File: config.mk
export PLATFORM = sky130hd
export DESIGN_NAME = controller_sequencer
export DESIGN_NICKNAME = d
export VERILOG_FILES = /design/src/rtl/sap1_pkg.sv /design/src/rtl/ring_counter.sv /design/src/rtl/controller_sequencer.sv
export SDC_FILE = /design/constraint.sdc
export NUM_CORES = 1
export LEC_CHECK = 0
export BUFFER_PORTS_ARGS = -buffer_cell sky130_fd_sc_hd__buf_2
export CAP_MARGIN = 40
export CORE_AREA = 2 2 41 43
export CTS_CLUSTER_SIZE = 40
export DETAILED_ROUTE_END_ITERATION = 12
export DIE_AREA = 0 0 43 45
export PLACE_DENSITY = 0.66
export SYNTH_ARGS = -nofsm -noshare
export SYNTH_HDL_FRONTEND = slang
export SYNTH_SLANG_ARGS = --single-unit
File: constraint.sdc
create_clock -name clk -period 4.6 [get_ports clk]
set_input_delay 0.92 -clock clk [delete_from_list [all_inputs] [get_ports clk]]
set_output_delay 0.92 -clock clk [all_outputs]
set_load 0.05 [all_outputs]
File: src/rtl/sap1_pkg.sv
// Shared SAP-1 control definitions: opcodes, one-hot T-states and the
// bit positions of the twelve control strobes inside a control word.
package sap1_pkg;

  localparam logic [3:0] OP_LDA = 4'h0;
  localparam logic [3:0] OP_ADD = 4'h1;
  localparam logic [3:0] OP_SUB = 4'h2;
  localparam logic [3:0] OP_OUT = 4'hE;
  localparam logic [3:0] OP_HLT = 4'hF;

  typedef enum logic [5:0] {
    T1 = 6'b000001,
    T2 = 6'b000010,
    T3 = 6'b000100,
    T4 = 6'b001000,
    T5 = 6'b010000,
    T6 = 6'b100000
  } t_state_e;

  localparam int NUM_CTRL   = 12;
  localparam int CW_PC_INC  = 0;
  localparam int CW_PC_EN   = 1;
  localparam int CW_MAR_LD  = 2;
  localparam int CW_RAM_EN  = 3;
  localparam int CW_IR_LD   = 4;
  localparam int CW_IR_EN   = 5;
  localparam int CW_A_LD    = 6;
  localparam int CW_A_EN    = 7;
  localparam int CW_B_LD    = 8;
  localparam int CW_ALU_EN  = 9;
  localparam int CW_ALU_SUB = 10;
  localparam int CW_OUT_LD  = 11;

  typedef logic [NUM_CTRL-1:0] ctrl_word_t;

endpackage

File: src/rtl/ring_counter.sv
// Six-state one-hot ring T1..T6; reset forces T1, hold freezes the ring.
module ring_counter
  import sap1_pkg::*;
(
  input  logic     clk,
  input  logic     reset,
  input  logic     hold,
  output t_state_e t_state
);

  t_state_e t_state_q;
  t_state_e t_state_d;

  always_comb begin
    // NOTE: default assignment first so every path drives t_state_d and no latch is inferred.
    t_state_d = t_state_q;
    if (!hold) begin
      case (t_state_q)
        T1:      t_state_d = T2;
        T2:      t_state_d = T3;
        T3:      t_state_d = T4;
        T4:      t_state_d = T5;
        T5:      t_state_d = T6;
        T6:      t_state_d = T1;
        default: t_state_d = T1;
      endcase
    end
  end

  // NOTE: non-blocking assignment for flops so all registers update from pre-edge values.
  always_ff @(posedge clk) begin
    if (reset) t_state_q <= T1;
    else       t_state_q <= t_state_d;
  end

  assign t_state = t_state_q;

endmodule

File: src/rtl/controller_sequencer.sv
// SAP-1 controller/sequencer: ring counter, halt flag and the per-T-state
// opcode decode that produces every register load/enable strobe.
module controller_sequencer
  import sap1_pkg::*;
(
  input  logic       clk,
  input  logic       reset,
  input  logic [3:0] instruction,
  output logic [5:0] t_state,
  output logic       pc_increment,
  output logic       pc_enable,
  output logic       mar_load,
  output logic       ram_enable,
  output logic       ir_load,
  output logic       ir_enable,
  output logic       a_load,
  output logic       a_enable,
  output logic       b_load,
  output logic       alu_enable,
  output logic       alu_subtract,
  output logic       out_load,
  output logic       halt
);

  t_state_e   ring_state;
  logic       hlt_now;
  logic       halt_q;
  logic       halt_d;
  ctrl_word_t ctrl;
  ctrl_word_t ctrl_gated;

  // HLT in T4 must freeze the ring on the same edge that sets the flag.
  assign hlt_now = (ring_state == T4) && (instruction == OP_HLT);

  ring_counter u_ring (
    .clk     (clk),
    .reset   (reset),
    .hold    (halt_q | hlt_now),
    .t_state (ring_state)
  );

  always_comb begin
    halt_d = halt_q;
    if (hlt_now) halt_d = 1'b1;
  end

  always_ff @(posedge clk) begin
    if (reset) halt_q <= 1'b0;
    else       halt_q <= halt_d;
  end

  always_comb begin
    ctrl = '0;
    case (ring_state)
      T1: begin
        ctrl[CW_PC_EN]  = 1'b1;
        ctrl[CW_MAR_LD] = 1'b1;
      end
      T2: ctrl[CW_PC_INC] = 1'b1;
      T3: begin
        ctrl[CW_RAM_EN] = 1'b1;
        ctrl[CW_IR_LD]  = 1'b1;
      end
      T4: begin
        case (instruction)
          OP_LDA, OP_ADD, OP_SUB: begin
            ctrl[CW_IR_EN]  = 1'b1;
            ctrl[CW_MAR_LD] = 1'b1;
          end
          OP_OUT: begin
            ctrl[CW_A_EN]   = 1'b1;
            ctrl[CW_OUT_LD] = 1'b1;
          end
          default: ;
        endcase
      end
      T5: begin
        case (instruction)
          OP_LDA: begin
            ctrl[CW_RAM_EN] = 1'b1;
            ctrl[CW_A_LD]   = 1'b1;
          end
          OP_ADD, OP_SUB: begin
            ctrl[CW_RAM_EN]  = 1'b1;
            ctrl[CW_B_LD]    = 1'b1;
            ctrl[CW_ALU_SUB] = (instruction == OP_SUB);
          end
          default: ;
        endcase
      end
      T6: begin
        if (instruction == OP_ADD || instruction == OP_SUB) begin
          ctrl[CW_ALU_EN]  = 1'b1;
          ctrl[CW_A_LD]    = 1'b1;
          ctrl[CW_ALU_SUB] = (instruction == OP_SUB);
        end
      end
      default: ;
    endcase
  end

  assign ctrl_gated = (reset || halt_q) ? '0 : ctrl;

  assign t_state      = ring_state;
  assign halt         = halt_q;
  assign pc_increment = ctrl_gated[CW_PC_INC];
  assign pc_enable    = ctrl_gated[CW_PC_EN];
  assign mar_load     = ctrl_gated[CW_MAR_LD];
  assign ram_enable   = ctrl_gated[CW_RAM_EN];
  assign ir_load      = ctrl_gated[CW_IR_LD];
  assign ir_enable    = ctrl_gated[CW_IR_EN];
  assign a_load       = ctrl_gated[CW_A_LD];
  assign a_enable     = ctrl_gated[CW_A_EN];
  assign b_load       = ctrl_gated[CW_B_LD];
  assign alu_enable   = ctrl_gated[CW_ALU_EN];
  assign alu_subtract = ctrl_gated[CW_ALU_SUB];
  assign out_load     = ctrl_gated[CW_OUT_LD];

endmodule
==> results.ini <==
[outcome]
status=finished, final reports clean

[sta]
clock.fmax_mhz=324
finalHoldViolCount=0
whs_ns=0.591
skew_ns=0.00488
final_max_slew_viol_count=0
fin_crit_sh_pct=67.0
setup_violations=0
worst_pin_slew_ns=0.580
setup_tns_ns=0
fin_crit_ns=3.08
fin_ws_ns=1.52
slew_headroom_pct=61.0
rsz0062_at_grt=no

[power_and_ir_drop]
net-switching-power_mw=0.0754
swShare_pct=39.6
power_density_mw_per_mm2=277
power_frac_clock_pct=31.0
combPwrFrac_pct=30.9
power.internal_mw=0.115
max-vdd-ir-drop_mv=0.0966
seqPwrFrac_pct=38.1
total_power_mw=0.191
p_leak_nw=0.325

[finish]
area_growth_pct=25.6
final_cell_mix=24 x buf_2, 11 x nor2_1, 7 x nand2_1, 7 x dfxtp_1, 5 x o21ai_0
finalNonFillerCells=117
diodes=0
layout.nets=108
finish.utilization_pct=46.8
final_layout_size_suffix_gt1_share_pct=30.7
final_common_cell=buf_2
seq_area_sq_um=140
fill_cells=177
final_area_sq_um=688
multi_input_area_sq_um=370

[placement]
place_area_sq_um=662
place.gp.congestion=0.795
port_buffers=24
dp_cells=113
place_worst_setup_slack_ns=1.55
dp_hpwl_um=1060

[clock_tree]
clock_path_buffers=2
numCtsBuffers=3
worst_skew_pair.late_latency_ns=0.26
cts-root-buf=clkbuf_4
holdBufCountCts=0
post_cts_resized=0
cts_max_level=1
cts_post_setup_buffers_inserted=0
clock-sinks=7
cts_tree=built
clk_pin_slew_ns=0.05

[synth]
seq_area_frac_synth_pct=25.6
synthDistinctLibCells=31
syn_area_per_cell_sq_um=7.12
ys_warn_count=0
synth_edf_count=0
async_flop_share_pct=0
netlist_instances=77
dominantRegCellSynth=dfxtp_1
ys_ff_latch=7
synth_nets=83
synth_area_sq_um=548
yosysTopAreaCellShare_pct=25.6
synth_top_area_cell=dfxtp_1
synth_area_leaders=dfxtp_1 26%, nor2_1 7.5%, nand2_1 4.8%

[critical_path]
cp.arrival_ns=2.16
max_stage_delay_ns=0.49
r2r_cells=4
path_buf_inv=2
worstPathRequired_ns=3.68
crit_type=primary input to output pin
reg2reg_from=u_ring.t_state[3]
worst_path_dominant_cell_family=simple AND/OR/NAND/NOR gates
start_kind=primary input
reg2reg_to=u_ring.t_state[5]
cp_slowest_cell=nor4_1
worst_setup_path_end_kind=output pin
rrSetupSlack_ns=2.72
path_common_cell=buf_2
worstPathCellList=buf_2 -> nor4_1 -> and3_1 -> or2_2 -> buf_2
path_max_fanout=4

[worst_hold_path]
hold_end=u_ring.t_state[3]
worstHoldStart=u_ring.t_state[3]
hp-class=flip-flop to flip-flop
holdPathStages=2

[global_route]
grtUsageTotal_pct=16.6
overflow=0
grt_max_degree=13
grt_pass1_vias=527
grt_pass1_wl_um=2350
antenna_found_initial=0

[routing]
drt_iter0_drc=5
drt-total-wl_um=1470
postRouteAntennaNets=0
avgRoutedWirePerCell_um=12.5
first_pass_iters=4
vias_per_cell=5.66
num_vias=662
drc=0

[floorplan]
die_area_sq_mm=0.00194
core_sq_mm=0.00147
die_w_um=43
ioPinCount=25
die_h_um=45
start_util_pct=37.2
rows=14

[job]
drv_cap=0

-- worst min-delay path, cell delays in order (launching register included) --
cell      delay [ns]
dfxtp_1         0.38
nand2b_1        0.10
o21ai_0         0.06
-- metal layers --
layer | up-vias | routed length, um | GRT usage, %
met1 | 298 | 699 | 22.2
met4 | 0 | 38 | 10.9
li1 | 327 | - | -
met2 | 32 | 628 | 24.2
met5 | - | 0 | 0
met3 | 5 | 99 | 3.60
-- cell families after synthesis --
logic type,share of synthesized area (%)
buffers and inverters,6.85
multiplexers,4.57
AND/OR/NAND/NOR,47.0
flip-flops,25.6
AO/OA/AOI/OAI,16.0
-- state kept, by name (all words and copies together) (netlist names) --
name and flops:
u_ring.t_state 6, halt 1
-- power by group through the flow --
| stage | Clock (mW) | Sequential, mW | Combinational [mW] |
|---|---|---|---|
| after detailed placement | 0 | 0.0739 | 0.0590 |
| after floorplan | 0 | 0.0817 | 0.0402 |
| after global placement | 0 | 0.0738 | 0.0584 |
| final | 0.0590 | 0.0726 | 0.0589 |
| after global routing | 0.0633 | 0.0734 | 0.0628 |
| after CTS | 0.0608 | 0.0725 | 0.0590 |
-- synthesized netlist by cell type (2+ instances only) --
cell type  number
nor3_1          4
nor2b_1         4
o21ai_0         5
nor2_1         11
nand3b_1        2
nor4_1          4
nand2b_1        2
a31oi_1         2
inv_1           3
and3_1          4
clkbuf_1        2
nand3_1         2
nand2_1         7
dfxtp_1         7
a21oi_1         2
-- final cells by class --
class / count / area share, %
repair buffers: 24 / 17.5
well taps: 16 / 2.91
multi-input cells: 63 / 53.8
flip-flops and latches: 7 / 20.4
inverters: 3 / 1.64
clock buffers: 4 / 3.82
-- worst max-delay path by stage --
stage                                 start    endpoint  cells after the start
final                        instruction[3]    mar_load                      5
after global routing      u_ring.t_state[4]      a_load                      5
after CTS                    instruction[3]    mar_load                      5
after detailed placement     instruction[3]    mar_load                      5
after global placement       instruction[3]    mar_load                      5
after floorplan              instruction[3]  ram_enable                      3
No activity file was read; power rests on OpenSTA's default activity.
